[config.mk]
export PLATFORM = sky130hd
export DESIGN_NAME = display_msg_sequencer_flat
export DESIGN_NICKNAME = d
export VERILOG_FILES = /design/src/rtl/disp_pkg.sv /design/src/rtl/display_msg_sequencer_if.sv /design/src/rtl/btn_debounce.sv /design/src/rtl/display_msg_sequencer.sv /design/src/flat_wrapper.sv
export SDC_FILE = /design/constraint.sdc
export NUM_CORES = 1
export LEC_CHECK = 0
export CORE_UTILIZATION = 42
export DETAILED_ROUTE_END_ITERATION = 7
export PLACE_DENSITY = 0.7
export SETUP_SLACK_MARGIN = 0.02
export SYNTH_ARGS = -nofsm -noshare
export SYNTH_HDL_FRONTEND = slang
export SYNTH_SLANG_ARGS = --single-unit
[constraint.sdc]
create_clock -name clock -period 4.66 [get_ports clock]
set_clock_uncertainty 0.2 [all_clocks]
set_input_delay 0.932 -clock clock [delete_from_list [all_inputs] [get_ports clock]]
set_output_delay 0.932 -clock clock [all_outputs]
set_load 0.01 [all_outputs]
[src/rtl/disp_pkg.sv]
// Shared display definitions: digit word layout, blank digit, character codes
// and the button debounce state encoding.
package disp_pkg;

  localparam int unsigned DISP_CHAR_W = 5;
  localparam int unsigned DISP_DIG_W  = DISP_CHAR_W + 2;

  // Digit word is {en, char, dp}.
  typedef logic [DISP_DIG_W-1:0] digit_t;

  localparam digit_t DIGIT_BLANK = '0;

  localparam logic [DISP_CHAR_W-1:0] CH_0     = 5'd0;
  localparam logic [DISP_CHAR_W-1:0] CH_1     = 5'd1;
  localparam logic [DISP_CHAR_W-1:0] CH_2     = 5'd2;
  localparam logic [DISP_CHAR_W-1:0] CH_3     = 5'd3;
  localparam logic [DISP_CHAR_W-1:0] CH_4     = 5'd4;
  localparam logic [DISP_CHAR_W-1:0] CH_5     = 5'd5;
  localparam logic [DISP_CHAR_W-1:0] CH_6     = 5'd6;
  localparam logic [DISP_CHAR_W-1:0] CH_7     = 5'd7;
  localparam logic [DISP_CHAR_W-1:0] CH_8     = 5'd8;
  localparam logic [DISP_CHAR_W-1:0] CH_9     = 5'd9;
  localparam logic [DISP_CHAR_W-1:0] CH_A     = 5'd10;
  localparam logic [DISP_CHAR_W-1:0] CH_B     = 5'd11;
  localparam logic [DISP_CHAR_W-1:0] CH_C     = 5'd12;
  localparam logic [DISP_CHAR_W-1:0] CH_D     = 5'd13;
  localparam logic [DISP_CHAR_W-1:0] CH_E     = 5'd14;
  localparam logic [DISP_CHAR_W-1:0] CH_F     = 5'd15;
  localparam logic [DISP_CHAR_W-1:0] CH_DASH  = 5'd16;
  localparam logic [DISP_CHAR_W-1:0] CH_SPACE = 5'd31;

  typedef enum logic [1:0] {
    StIdleLow,
    StWaitHigh,
    StIdleHigh,
    StWaitLow
  } deb_state_e;

  function automatic digit_t mk_digit(input logic en, input logic [DISP_CHAR_W-1:0] ch,
                                      input logic dp);
    return {en, ch, dp};
  endfunction

endpackage

[src/rtl/display_msg_sequencer_if.sv]
// Connection bundle between the game/top logic and the message sequencer:
// raw controls, table write port and the displayed frame.
interface display_msg_sequencer_if #(
  parameter int unsigned NUM_DIGITS = 8,
  parameter int unsigned NUM_MSGS   = 5,
  parameter int unsigned CHAR_W     = 5
);

  localparam int unsigned DIG_W    = CHAR_W + 2;
  localparam int unsigned MSG_W    = (NUM_MSGS > 1) ? $clog2(NUM_MSGS) : 1;
  localparam int unsigned DIGIDX_W = (NUM_DIGITS > 1) ? $clog2(NUM_DIGITS) : 1;

  logic                        confirma;
  logic                        dir;
  logic                        auto_mode;
  logic                        wr_en;
  logic [MSG_W-1:0]            wr_msg;
  logic [DIGIDX_W-1:0]         wr_digit;
  logic [DIG_W-1:0]            wr_data;
  logic [NUM_DIGITS*DIG_W-1:0] digits;
  logic [MSG_W-1:0]            msg_idx;
  logic                        step;

  modport master (
    output confirma, dir, auto_mode, wr_en, wr_msg, wr_digit, wr_data,
    input  digits, msg_idx, step
  );

  modport slave (
    input  confirma, dir, auto_mode, wr_en, wr_msg, wr_digit, wr_data,
    output digits, msg_idx, step
  );

endinterface

[src/rtl/btn_debounce.sv]
// Push-button conditioner: 2-flop synchroniser followed by a 4-state debounce
// FSM that emits a single-cycle press pulse per accepted press.
module btn_debounce
  import disp_pkg::*;
#(
  parameter int unsigned DEBOUNCE_CYCLES = 1000000
) (
  input  logic clock,
  input  logic reset,
  input  logic btn,
  output logic press
);

  localparam int unsigned CntW = (DEBOUNCE_CYCLES > 1) ? $clog2(DEBOUNCE_CYCLES) : 1;
  localparam logic [CntW-1:0] CntLast = CntW'(DEBOUNCE_CYCLES - 1);

  logic       sync1_q, sync2_q;
  deb_state_e state_q;
  logic [CntW-1:0] cnt_q;
  logic       press_q;

  always_ff @(posedge clock or negedge reset) begin
    if (!reset) begin
      sync1_q <= 1'b0;
      sync2_q <= 1'b0;
    end else begin
      sync1_q <= btn;
      sync2_q <= sync1_q;
    end
  end

  // Release is debounced like a press so a bouncy release cannot re-trigger.
  always_ff @(posedge clock or negedge reset) begin
    if (!reset) begin
      state_q <= StIdleLow;
      cnt_q   <= '0;
      press_q <= 1'b0;
    end else begin
      press_q <= 1'b0;
      case (state_q)
        StIdleLow: begin
          if (sync2_q) begin
            state_q <= StWaitHigh;
            cnt_q   <= '0;
          end
        end
        StWaitHigh: begin
          if (!sync2_q) begin
            state_q <= StIdleLow;
          end else if (cnt_q == CntLast) begin
            state_q <= StIdleHigh;
            press_q <= 1'b1;
          end else begin
            cnt_q <= cnt_q + 1'b1;
          end
        end
        StIdleHigh: begin
          if (!sync2_q) begin
            state_q <= StWaitLow;
            cnt_q   <= '0;
          end
        end
        StWaitLow: begin
          if (sync2_q) begin
            state_q <= StIdleHigh;
          end else if (cnt_q == CntLast) begin
            state_q <= StIdleLow;
          end else begin
            cnt_q <= cnt_q + 1'b1;
          end
        end
        default: state_q <= StIdleLow;
      endcase
    end
  end

  assign press = press_q;

endmodule

[src/rtl/display_msg_sequencer.sv]
// Message sequencer: writable table of display frames, stepped by a debounced
// button or an auto-advance timer, forward or backward with wrap-around.
module display_msg_sequencer
  import disp_pkg::*;
#(
  parameter int unsigned NUM_DIGITS      = 8,
  parameter int unsigned NUM_MSGS        = 5,
  parameter int unsigned CHAR_W          = DISP_CHAR_W,
  parameter int unsigned DEBOUNCE_CYCLES = 1000000,
  parameter int unsigned AUTO_PERIOD     = 100000000
) (
  input logic                    clock,
  input logic                    reset,
  display_msg_sequencer_if.slave bus
);

  localparam int unsigned DIG_W   = CHAR_W + 2;
  localparam int unsigned MsgW    = (NUM_MSGS > 1) ? $clog2(NUM_MSGS) : 1;
  localparam int unsigned DigIdxW = (NUM_DIGITS > 1) ? $clog2(NUM_DIGITS) : 1;
  localparam int unsigned TimW    = (AUTO_PERIOD > 1) ? $clog2(AUTO_PERIOD) : 1;

  localparam logic [TimW-1:0] TimLast = TimW'(AUTO_PERIOD - 1);
  localparam logic [MsgW-1:0] MsgLast = MsgW'(NUM_MSGS - 1);

  logic dir_s1_q, dir_q;
  logic auto_s1_q, auto_q;
  logic press;
  logic tick;
  logic step_req;
  logic msg_ok, dig_ok;

  logic [TimW-1:0] timer_q, timer_d;
  logic [MsgW-1:0] idx_q, idx_d;
  logic            step_q;

  logic [NUM_DIGITS-1:0][DIG_W-1:0] table_q [NUM_MSGS];
  logic [NUM_DIGITS-1:0][DIG_W-1:0] digits_q;

  btn_debounce #(
    .DEBOUNCE_CYCLES(DEBOUNCE_CYCLES)
  ) u_confirma_deb (
    .clock(clock),
    .reset(reset),
    .btn  (bus.confirma),
    .press(press)
  );

  always_ff @(posedge clock or negedge reset) begin
    if (!reset) begin
      dir_s1_q  <= 1'b0;
      dir_q     <= 1'b0;
      auto_s1_q <= 1'b0;
      auto_q    <= 1'b0;
    end else begin
      dir_s1_q  <= bus.dir;
      dir_q     <= dir_s1_q;
      auto_s1_q <= bus.auto_mode;
      auto_q    <= auto_s1_q;
    end
  end

  // Range checks only exist when the index field can encode unused values.
  if (NUM_MSGS == (2 ** MsgW)) begin : g_msg_full
    assign msg_ok = 1'b1;
  end else begin : g_msg_part
    assign msg_ok = (bus.wr_msg < MsgW'(NUM_MSGS));
  end

  if (NUM_DIGITS == (2 ** DigIdxW)) begin : g_dig_full
    assign dig_ok = 1'b1;
  end else begin : g_dig_part
    assign dig_ok = (bus.wr_digit < DigIdxW'(NUM_DIGITS));
  end

  always_comb begin
    tick     = auto_q && (timer_q == TimLast);
    step_req = press || tick;

    timer_d = timer_q + 1'b1;
    if (!auto_q || press || tick) begin
      timer_d = '0;
    end

    idx_d = idx_q;
    if (step_req) begin
      if (dir_q) begin
        idx_d = (idx_q == '0) ? MsgLast : idx_q - 1'b1;
      end else begin
        idx_d = (idx_q == MsgLast) ? '0 : idx_q + 1'b1;
      end
    end
  end

  always_ff @(posedge clock or negedge reset) begin
    if (!reset) begin
      timer_q <= '0;
      idx_q   <= '0;
      step_q  <= 1'b0;
    end else begin
      timer_q <= timer_d;
      idx_q   <= idx_d;
      step_q  <= step_req;
    end
  end

  always_ff @(posedge clock or negedge reset) begin
    if (!reset) begin
      table_q <= '{default: '0};
    end else if (bus.wr_en && msg_ok && dig_ok) begin
      table_q[bus.wr_msg][bus.wr_digit] <= bus.wr_data;
    end
  end

  // Reloaded every cycle so writes to the shown frame appear without a step.
  always_ff @(posedge clock or negedge reset) begin
    if (!reset) begin
      digits_q <= '0;
    end else begin
      digits_q <= table_q[idx_q];
    end
  end

  assign bus.digits  = digits_q;
  assign bus.msg_idx = idx_q;
  assign bus.step    = step_q;

endmodule

[src/flat_wrapper.sv]
// flat-port wrapper written by rule: the top's interface ports become plain ports
module display_msg_sequencer_flat import disp_pkg::*;
#(
  parameter int unsigned NUM_DIGITS      = 8,
  parameter int unsigned NUM_MSGS        = 5,
  parameter int unsigned CHAR_W          = DISP_CHAR_W,
  parameter int unsigned DEBOUNCE_CYCLES = 1000000,
  parameter int unsigned AUTO_PERIOD     = 100000000
)
  (clock, reset, bus_confirma, bus_dir, bus_auto_mode, bus_wr_en, bus_wr_msg, bus_wr_digit, bus_wr_data, bus_digits, bus_msg_idx, bus_step);
  display_msg_sequencer_if #(.NUM_DIGITS(NUM_DIGITS), .NUM_MSGS(NUM_MSGS), .CHAR_W(CHAR_W)) bus_i ();
  input logic clock;
  input logic reset;
  input wire logic [$bits(bus_i.confirma)-1:0] bus_confirma;
  input wire logic [$bits(bus_i.dir)-1:0] bus_dir;
  input wire logic [$bits(bus_i.auto_mode)-1:0] bus_auto_mode;
  input wire logic [$bits(bus_i.wr_en)-1:0] bus_wr_en;
  input wire logic [$bits(bus_i.wr_msg)-1:0] bus_wr_msg;
  input wire logic [$bits(bus_i.wr_digit)-1:0] bus_wr_digit;
  input wire logic [$bits(bus_i.wr_data)-1:0] bus_wr_data;
  output wire logic [$bits(bus_i.digits)-1:0] bus_digits;
  output wire logic [$bits(bus_i.msg_idx)-1:0] bus_msg_idx;
  output wire logic [$bits(bus_i.step)-1:0] bus_step;
  assign bus_i.confirma = bus_confirma;
  assign bus_i.dir = bus_dir;
  assign bus_i.auto_mode = bus_auto_mode;
  assign bus_i.wr_en = bus_wr_en;
  assign bus_i.wr_msg = bus_wr_msg;
  assign bus_i.wr_digit = bus_wr_digit;
  assign bus_i.wr_data = bus_wr_data;
  assign bus_digits = bus_i.digits;
  assign bus_msg_idx = bus_i.msg_idx;
  assign bus_step = bus_i.step;
  display_msg_sequencer #(.NUM_DIGITS(NUM_DIGITS), .NUM_MSGS(NUM_MSGS), .CHAR_W(CHAR_W), .DEBOUNCE_CYCLES(DEBOUNCE_CYCLES), .AUTO_PERIOD(AUTO_PERIOD)) u_core (.clock(clock), .reset(reset), .bus(bus_i));
endmodule
==> Yosys cells after proc, flatten, opt, wreduce, memory -nomap -nowiden <==
Index checks and enable logic that the tools add are counted.
{ "op_classes": {"eq_ne": 12, "bitwise": 2, "n_addsub": 4, "magnitude_cmp": 6, "mux": 28, "n_reduce_logical": 12} }
{ "ops": {"columns": ["cell", "n"], "rows": [
  ["$bwmux 280", 1],
  ["$bmux 56 s3", 1],
  ["$demux 56 s3", 1],
  ["$mux 56", 3],
  ["$mux 20", 5],
  ["$pmux 20 s4", 1],
  ["$add 27x1->27 const B", 1],
  ["$eq 27x27->1 const B", 1],
  ["$mux 27", 1],
  ["$demux 7 s3", 1],
  ["$add 20x1->20 const B", 1],
  ["$eq 20x20->1 const B", 1],
  ["$mux 2", 6],
  ["$mux 3", 3],
  ["$ge 4x4->1 const B", 2],
  ["$ne 2x2->1 const B", 4],
  ["$not 3->4", 2],
  ["$pmux 2 s4", 1],
  ["$reduce_and 4->1", 2],
  ["$mux 7", 1],
  ["$ne 3x3->1 const B", 2],
  ["$eq 2x2->1 const B", 2],
  ["$logic_and 1x1->1", 4],
  ["$lt 3x4->1 const B", 1],
  ["12 further kinds", 16]
]} }
{ "word_totals": {"input_bits": 19, "regBits": 396, "out_inout_bits": 60, "wordCells": 124} }

==> Depth between registers and ports, before layout <==
Gate-level depths: netlist (run 1).
{ "depth": {"word_depth": 7, "ltp_mapped": 7, "depth_no_buf": 6} }

==> Modules after synthesis <==
A second synthesis (run 1) with hierarchy kept.
{ "hier_totals": {"cells_unflattened": 1342, "area_unflattened_um2": 17276.6} }
{ "by_module_without_submodules": {"columns": ["module", "seq_area_each_um2", "cells_per_inst", "area_per_inst_um2", "instances"], "rows": [
  ["display_msg_sequencer", 9283.9, 1196, 15925.3, 1],
  ["btn_debounce", 625.6, 146, 1351.3, 1]
]} }

==> Least setup slack after synthesis (run 1) <==
Ideal clock, no wire load.
{ "synth_timing": {"kind": "input port to flip-flop", "startpoint": "input bus_wr_digit[0]", "endpoint": "register u_core.table_q[217] (netlist bit)", "cell_stages": 4, "path_buffers": 1, "setup_slack_ps": 2285, "arrival_ps": 2050, "t_required_ps": 4335, "setup_ps": 125, "path_cell_list": "buf_2 -> nand3_1 -> nor2_1 -> mux2_2"} }
{ "synth_between": {"elab_chain_cells": 7, "word_cells_on_any_way": 8, "classes_between": "order compare (2); mux (5); reduce/logical (1)"} }
{ "synth_lines": {"columns": ["element", "line", "text"], "rows": [
  ["start, declared", "flat_wrapper.sv:19", "input wire logic [$bits(bus_i.wr_digit)-1:0] bus_wr_digit;"],
  ["$lt 3x4->1 (not written as such) / $ge 3x1->1 (equally long branches)", "display_msg_sequencer.sv:110", "table_q[bus.wr_msg][bus.wr_digit] <= bus.wr_data;"],
  ["$logic_and 1x1->1 (not written as such)", "display_msg_sequencer.sv:110", null],
  ["$mux 7 (not written as such)", "display_msg_sequencer.sv:110", null],
  ["$demux 7 s3 *", null, null],
  ["$mux 56 (not written as such) *", "display_msg_sequencer.sv:110", null],
  ["$demux 56 s3 *", "display_msg_sequencer.sv:110", null],
  ["$bwmux 280 *", "display_msg_sequencer.sv:110", null],
  ["end signal, assigned by index", "display_msg_sequencer.sv:110", null],
  ["end, declared", "display_msg_sequencer.sv:36", "logic [NUM_DIGITS-1:0][DIG_W-1:0] table_q [NUM_MSGS];"]
]} }
Every way passes the cells marked *; elsewhere a longest branch is shown, timed or not.
A chain may end at the register's enable or synchronous reset.

==> Worst setup path after layout (run 1) <==
{ "layout_timing": {"startpoint": "register u_core.idx_q[2] (netlist: u_core.bus.msg_idx[2])", "endpoint": "output bus_msg_idx[2]"} }
{ "layout_lines": {"columns": ["element", "line", "text"], "rows": [
  ["start, declared", "display_msg_sequencer.sv:33", "logic [MsgW-1:0] idx_q, idx_d;"],
  ["start signal, assigned", "display_msg_sequencer.sv:101", "idx_q <= idx_d;"],
  ["end, declared", "flat_wrapper.sv:22", "output wire logic [$bits(bus_i.msg_idx)-1:0] bus_msg_idx;"]
]} }
No word-level cell between the ends.

==> results.cfg, run 1 <==
[detailed_routing]
vias_per_cell = 5.435
dr.pass1.iters = 5
via_count = 10760
wl_per_cell_um = 18.83
drtIter0Drc = 478
drc = 0
wirelength_mm = 37.28
antenna_left = 0

[worst_hold_path]
holdCritPathClass = primary input to async pin

[synthesis]
ys_top_cells_by_area = dfrtp_1 57%, mux2_2 18%, mux2i_1 6.7%, nor2_1 2.4%, o22ai_1 2.0%
synth-edff-count = 0
synth_top_area_cell = dfrtp_1
yosysMostFrequentCell = dfrtp_1
async_reset_ff_share_pct = 100.0
syn-instance-count = 1352
ys.flop_type = dfrtp_1
synth_top_area_share_pct = 57.25
yosysSeqAreaShare_pct = 57.25
synth.cell_area_um2 = 17310
synth_nets = 1377
ys_types = 51
syn_avg_cell_area_um2 = 12.80
ys_warn_count = 0
synth_common_cells = 396 x dfrtp_1, 284 x mux2_2, 115 x mux2i_1, 112 x nor2_1, 68 x a21oi_1
ys_ff_latch = 396

[floorplan]
die_w_um = 205
core_um2 = 40740
placement_rows = 74
start_util_pct = 42.48
ios = 79
die_y_um = 205
dieArea_um2 = 42030

[placed_design]
dp_hpwl_mm = 22.33
dpl_cell_area_um2 = 18620
port_buffers = 78
place.gp.congestion = 0.8496
dp.cells = 1901

[setup_path]
worstSetupEndpointType = output pin
cp_cell_sequence = clkdlybuf4s50_1
cp-start-kind = flop
cp_slowest_stage_delay_ns = 1.15
critPathArrivalTime_ns = 2.52
path_buf_inv = 1
critPathSlowestCell = dfrtp_4
r2r_slack_ns = 1.63
critical_path_class = flop to output pin
critPathTopFamily = flip-flops
cp_max_fo = 62
cp.required_ns = 3.53

[cts]
clock_sinks = 396
clockBufferDepth = 3
h-tree-depth = 2
hold_buffers = 0
clock_latency_ns = 0.57
cts_setup_buffers = 0
cts_inserted_buffers = 43
clk_pin_slew_worst_paths_ns = 0.06
cts_tree = yes
post_cts_resized = 0
root_buffer = clkbuf_16

[pwr]
p_int_uw = 6372
ir_drop_mv = 0.2733
seqPwrFrac_pct = 48.2
p_sw_share_pct = 23.80
switchingPower_uw = 1991
p_leak_uw = 0.008938
power_density_nw_per_um2 = 416.3
pwr-share-comb_pct = 10.3
p_clk_share_pct = 41.5

[cells_and_area]
final_cells = 1980
nets = 1439
utilization_pct = 49.31
drive_gt1_share_pct = 28.73
antenna_cells = 0
syn_to_final_growth_pct = 16.06
final_area_um2 = 20090

[grt]
grt_max_degree = 132
grt_overflow = 0
grt_pass1_wl_mm = 60.58
grt_use_total_pct = 18.26
antenna_found_initial = 0
grt_pass1_vias = 11200

[sta]
period_share_pct = 78.41
grt_setup_unrepaired = no
min_period_ns = 3.654
setup_viol = 0
tightest_slew_ns = 1.181
finalHoldViolCount = 0
slew-limit-headroom_pct = 21.27
drv_slew = 0
finalSetupTns_ns = 0
fmax_ghz = 0.2737

[outcome]
status = finished clean

[job]
max-cap-violations = 0
## power by group through the flow
stage / Clock [uW] / Sequential [uW] / Combinational (uW)
after floorplan: 0 / 4060 / 509
after global placement: 0 / 4070 / 851
after detailed placement: 0 / 4090 / 875
after CTS: 3550 / 4030 / 882
after global routing: 3690 / 4070 / 960
final: 3470 / 4030 / 865
## path summary, 6_finish.rpt
path,from,end,cells past startpoint
setup reg to reg,u_core.bus.msg_idx[0],u_core.bus.digits[40],5
hold reg to reg,u_core.u_confirma_deb.sync1_q,u_core.u_confirma_deb.sync2_q,0
min in group clock,u_core.u_confirma_deb.sync1_q,u_core.u_confirma_deb.sync2_q,0
hold / removal,reset,u_core.timer_q[19],1
max in group asynchronous,reset,u_core.table_q[146],2
setup / recovery,u_core.bus.msg_idx[2],bus_msg_idx[2],1
## sequential cells by signal, summed over array words and instances, names as in the netlist, named ones only
signal	flops
u_core.bus.digits	56
u_core.u_confirma_deb.sync2_q	1
u_core.bus.msg_idx	3
u_core.auto_s1_q	1
u_core.dir_s1_q	1
u_core.bus.step	1
u_core.timer_q	27
u_core.auto_q	1
u_core.dir_q	1
u_core.u_confirma_deb.state_q	1
u_core.u_confirma_deb.press	1
u_core.u_confirma_deb.sync1_q	1
u_core.u_confirma_deb.cnt_q	20
u_core.table_q	280
## cell type report
class                      instances  area, um2
fill                            3550      20650
sequential                       396       9918
multi-input combinational        869       7052
clock buffer                      64       1305
timing repair buffer              94      943.4
tap                              532      665.6
clock inverter                    15      165.2
inverter                          10      37.54
## cell usage in the layout (no fill, tap or decap), types with 3 or more instances in the layout
cell             count
dfrtp_1            393
mux2_2             284
mux2i_1            115
nor2_1             111
clkdlybuf4s50_1     77
a21oi_1             68
o22ai_1             56
nand2_1             50
clkbuf_16           43
nand3_1             31
xor2_1              20
nor2_2              18
clkbuf_8            15
buf_4               13
nand4_1             12
inv_1               10
o21ai_0              9
xnor2_1              8
clkinv_2             8
nor4_1               7
nor3_1               7
and3_1               6
nand3b_1             6
a22o_1               6
ha_1                 6
clkbuf_1             6
nor2b_1              5
nand2b_1             4
nor3b_2              4
nor4_4               3
nor3b_1              3
buf_12               3
## layer usage
metal  global-route usage, %  share of wire [%]  vias up  wire (um)
met3                   3.388                3.6       60       1329
li1                        -                  -     4947          -
met1                   24.48                 45     5562      16890
met5                       0                  0        -          0
met4                   5.661                2.6        0        978
met2                   29.92                 48      193      18080
## per-stage QoR
step | worst slack (ns) | hold WS, ns | total power [uW]
floorplan | 2.285 | 0.1312 | 4571
global placement | 1.268 | 0.1334 | 4917
detailed placement | 1.233 | 0.1365 | 4962
CTS | 0.9073 | 0.1079 | 8458
global route | 0.8446 | 0.1429 | 8722
finish | 1.006 | 0.1162 | 8363
## logic make-up after synthesis
kind of cell             Yosys count  synth area share, %
buffers and inverters             87                2.060
AND/OR/NAND/NOR                  284                8.509
AO/OA/AOI/OAI                    151                5.133
adder cells (fa/ha/maj)            6               0.4337
multiplexers                     400                25.19
flip-flops                       396                57.25
XOR/XNOR                          28                1.417
Note: power is estimated with default switching activity, not from simulation.
==> run 2: changes to the inputs <==
- clock period: 4.66 -> 3.56 ns (I/O delays scaled with it)
==> results.cfg, run 2 (synthesis results as in run 1) <==
[grt]
grt_max_degree = 114
grt_pass1_wl_mm = 61.07
grt_overflow = 0
antenna_found_initial = 0
grt_pass1_vias = 11280
grt_use_total_pct = 18.37

[sta]
setup_viol = 0
finalHoldViolCount = 0
fmax_ghz = 0.3327
drv_slew = 0
worst_slack_ns = 0.5542
finalSetupTns_ns = 0
min_period_ns = 3.006
slew-limit-headroom_pct = 49.13
grt_setup_unrepaired = no
period_share_pct = 84.43
tightest_slew_ns = 0.7631

[worst_hold_path]
hold_end = u_core.u_confirma_deb.sync2_q
hold_depth = 0
min_from = u_core.u_confirma_deb.sync1_q
holdCritPathClass = flop to flop

[cts]
cts_tree = yes
cts_inserted_buffers = 42
clock_sinks = 396
clockBufferDepth = 3
root_buffer = clkbuf_16
h-tree-depth = 2
clock_latency_ns = 0.57
post_cts_resized = 0
clk_pin_slew_worst_paths_ns = 0.06
cts_setup_buffers = 0
hold_buffers = 1

[cells_and_area]
largest_reg_flops = 280
antenna_cells = 0
drive_gt1_share_pct = 28.18
largest_register = u_core.table_q
nets = 1450
layout_common_cells = 393 x dfrtp_1, 284 x mux2_2, 115 x mux2i_1, 111 x nor2_1, 77 x clkdlybuf4s50_1
syn_to_final_growth_pct = 15.59
final_common_cell = dfrtp_1

[floorplan]
core_um2 = 40740
ios = 79
dieArea_um2 = 42030
placement_rows = 74
start_util_pct = 42.48
die_y_um = 205
die_w_um = 205

[setup_path]
cp-start-kind = flop
critPathTopFamily = flip-flops
r2r_slack_ns = 1.01
cp_cell_sequence = clkdlybuf4s50_1
r2r_cells = 4
critPathSlowestCell = dfrtp_4
startpoint = u_core.bus.msg_idx[2]
critPathArrivalTime_ns = 2.09
cp_max_fo = 34
rr_endpoint = u_core.bus.digits[53]
cp_slowest_stage_delay_ns = 0.82
path_buf_inv = 1
worstSetupEndpointType = output pin
critical_path_class = flop to output pin
cp.required_ns = 2.65
r2r-start = u_core.bus.msg_idx[1]

[detailed_routing]
drc = 0
antenna_left = 0
vias_per_cell = 5.451
via_count = 10830
wirelength_mm = 37.73
wl_per_cell_um = 18.99
dr.pass1.iters = 5
drtIter0Drc = 468

[pwr]
power_density_nw_per_um2 = 526.5
p_leak_uw = 0.008891
ir_drop_mv = 0.3137

[placed_design]
place.gp.congestion = 0.8243
port_buffers = 78
dp_hpwl_mm = 22.61
dpl_worst_slack_ns = 0.5263

[outcome]
status = finished clean

[job]
max-cap-violations = 0
run 2: how the worst max path moves through the flow:
stage / to / slack, ns / cells past startpoint
final: bus_msg_idx[2] / 0.55 / 1
after global routing: bus_msg_idx[2] / 0.49 / 1
after CTS: bus_msg_idx[2] / 0.50 / 1
after detailed placement: u_core.table_q[101] / 0.53 / 5
after global placement: u_core.table_q[99] / 0.54 / 5
after floorplan: u_core.table_q[217] / 1.41 / 4
run 2: through the flow:
| step | total power (uW) | utilization (%) | std cells | instance area, um2 | hold WS [ns] |
|---|---|---|---|---|---|
| 5_1_grt | 11010 | 49.11 | 1987 | 20010 | 0.1495 |
| 3_5_place_dp | 6506 | 45.93 | 1912 | 18710 | 0.1373 |
| 3_3_place_gp | 6443 | 45.93 | 1912 | 18710 | 0.1337 |
| 4_1_cts | 10660 | 49.11 | 1987 | 20010 | 0.1443 |
| 2_1_floorplan | 5983 | - | 1352 | 17310 | 0.1312 |
| 6_report | 10530 | 49.11 | 1987 | 20010 | 0.1422 |
run 2: cell type report:
class | instances | area, um2
clock buffer | 67 | 1215
clock inverter | 7 | 68.82
fill | 3553 | 20730
inverter | 10 | 37.54
multi-input combinational | 869 | 7052
sequential | 396 | 9918
tap | 532 | 665.6
timing repair buffer | 106 | 1049
run 2: report_power, final:
part / total [uW] / switching (uW) / internal (uW)
clock network: 4110 / 1760 / 2350
logic: 1140 / 518 / 623
registers: 5280 / 258 / 5020
total: 10500 / 2540 / 7990
run 2: per-layer routing:
layer | wire length [um] | global-route usage [%]
met5 | 0 | 0
met3 | 1401 | 3.388
met2 | 18340 | 30.48
met1 | 17160 | 24.44
met4 | 830 | 5.370
==> run 3: changes to the inputs <==
- PLACE_DENSITY: 0.7 -> 0.72
- clock period: 3.56 -> 2.52 ns (I/O delays scaled with it)
==> results.cfg, run 3 (synthesis results as in run 1) <==
[cts]
root_buffer = clkbuf_16
cts_setup_buffers = 0
clock_sinks = 396
cts_inserted_buffers = 43
clockBufferDepth = 3
cts_tree = yes
clock_latency_ns = 0.57
clk_pin_slew_worst_paths_ns = 0.06
h-tree-depth = 2

[cells_and_area]
final_cells = 2049
multiInputGateArea_um2 = 7052
seq_area_um2 = 9918
fillers = 3511
largest_register = u_core.table_q
final_common_cell = dfrtp_1
syn_to_final_growth_pct = 19.94
antenna_cells = 0
nets = 1510
largest_reg_flops = 280
drive_gt1_share_pct = 31.71
layout_common_cells = 393 x dfrtp_1, 284 x mux2_2, 115 x mux2i_1, 111 x nor2_1, 77 x clkdlybuf4s50_1
final_area_um2 = 20760

[detailed_routing]
via_count = 11180
wirelength_mm = 38.59
drc = 0
dr.pass1.iters = 4
drtIter0Drc = 446
wl_per_cell_um = 18.84
vias_per_cell = 5.455
antenna_left = 0

[sta]
whs_ns = 0.1458
tightest_slew_ns = 0.7564
drv_slew = 0
setup_viol = 0
min_period_ns = 2.338
finalSetupTns_ns = 0
slew-limit-headroom_pct = 49.11
grt_setup_unrepaired = no
fmax_ghz = 0.4277
finalHoldViolCount = 0
period_share_pct = 92.78
worst_slack_ns = 0.1821

[pwr]
pwr-share-comb_pct = 10.9
power_density_nw_per_um2 = 743.1
ir_drop_mv = 0.5310
p_sw_share_pct = 23.64
p_int_uw = 11780
p_leak_uw = 0.009315
p_clk_share_pct = 40.9
switchingPower_uw = 3648
seqPwrFrac_pct = 48.3

[setup_path]
cp_max_fo = 7
critPathArrivalTime_ns = 1.63
r2r_slack_ns = 0.25
critical_path_class = flop to output pin
r2r_cells = 5
cp.required_ns = 1.82
rr_endpoint = u_core.bus.msg_idx[2]
cp-start-kind = flop
worstSetupEndpointType = output pin
critPathTopFamily = buffers and inverters
cp_slowest_stage_delay_ns = 0.60
r2r-start = u_core.timer_q[13]
critPathSlowestCell = clkdlybuf4s50_1
path_buf_inv = 1
cp_cell_sequence = clkdlybuf4s50_1

[grt]
grt_pass1_vias = 11700
grt_max_degree = 90
grt_pass1_wl_mm = 63.12
grt_use_total_pct = 18.98
antenna_found_initial = 0
grt_overflow = 0

[floorplan]
die_w_um = 205
dieArea_um2 = 42030
core_um2 = 40740
start_util_pct = 42.48
ios = 79
die_y_um = 205
placement_rows = 74

[worst_hold_path]
hold_depth = 0
holdCritPathClass = flop to flop
min_from = u_core.auto_s1_q
hold_end = u_core.auto_q

[placed_design]
dpl_worst_slack_ns = 0.05124
dp_hpwl_mm = 22.94
place.gp.congestion = 0.8304
dp.cells = 1971
port_buffers = 78
dpl_cell_area_um2 = 19320

[outcome]
status = finished clean

[job]
max-cap-violations = 0
run 3: changes by cell type in the layout (fill, tap and decap cells not counted), moves of 2 or more:
cell       before  now
bufinv_16       0    2
clkbuf_1       18    9
clkbuf_16      42   44
buf_4          23   69
buf_12          4   17
clkinv_2        3    6
clkbuf_8        7   12
run 3: how the worst max path moves through the flow:
| stage | start | endpoint | slack [ns] | depth (start not counted) |
|---|---|---|---|---|
| floorplan | u_core.u_confirma_deb.cnt_q[0] | u_core.u_confirma_deb.cnt_q[0] | 0.48 | 6 |
| global placement | bus_wr_en | u_core.table_q[279] | 0.05 | 6 |
| detailed placement | bus_wr_en | u_core.table_q[53] | 0.05 | 7 |
| CTS | u_core.bus.msg_idx[2] | bus_msg_idx[2] | 0.14 | 1 |
| global route | u_core.timer_q[13] | u_core.bus.msg_idx[2] | 0.12 | 5 |
| finish | u_core.bus.msg_idx[2] | bus_msg_idx[2] | 0.18 | 1 |
run 3: what timing repair did:
action	in CTS	in global routing
setup endpoints to repair	0	0
hold buffers	1	0
resized for setup	0	0
hold endpoints to repair	85	0
run 3: metrics by stage:
stage	total power [uW]	util, %
finish	15430	50.96
global route	16100	50.96
CTS	15610	50.96
floorplan	8452	-
detailed placement	9236	47.42
global placement	9139	47.42
run 3: power groups by stage:
stage,combinational (uW),sequential [uW],clock (uW)
after detailed placement,1680,7550,0
final,1670,7450,6300
after floorplan,941,7510,0
after global routing,1850,7530,6720
after global placement,1630,7510,0
after CTS,1700,7440,6460
run 3: layer usage:
layer	track usage (%)	share of wire [%]	routed length, um	up-vias
li1	-	-	-	5083
met1	25.17	45	17480	5846
met2	31.74	49	18980	185
met3	3.500	3.5	1360	63
met4	5.265	2.0	773	0
met5	0	0	0	-
run 3: area by class of cell:
class | instances | share of cell area, %
inverters | 10 | 0.1808
repair buffers | 165 | 7.968
well taps | 532 | 3.206
clock buffers | 65 | 6.262
multi-input cells | 869 | 33.97
flip-flops and latches | 396 | 47.78
clock inverters | 12 | 0.6389
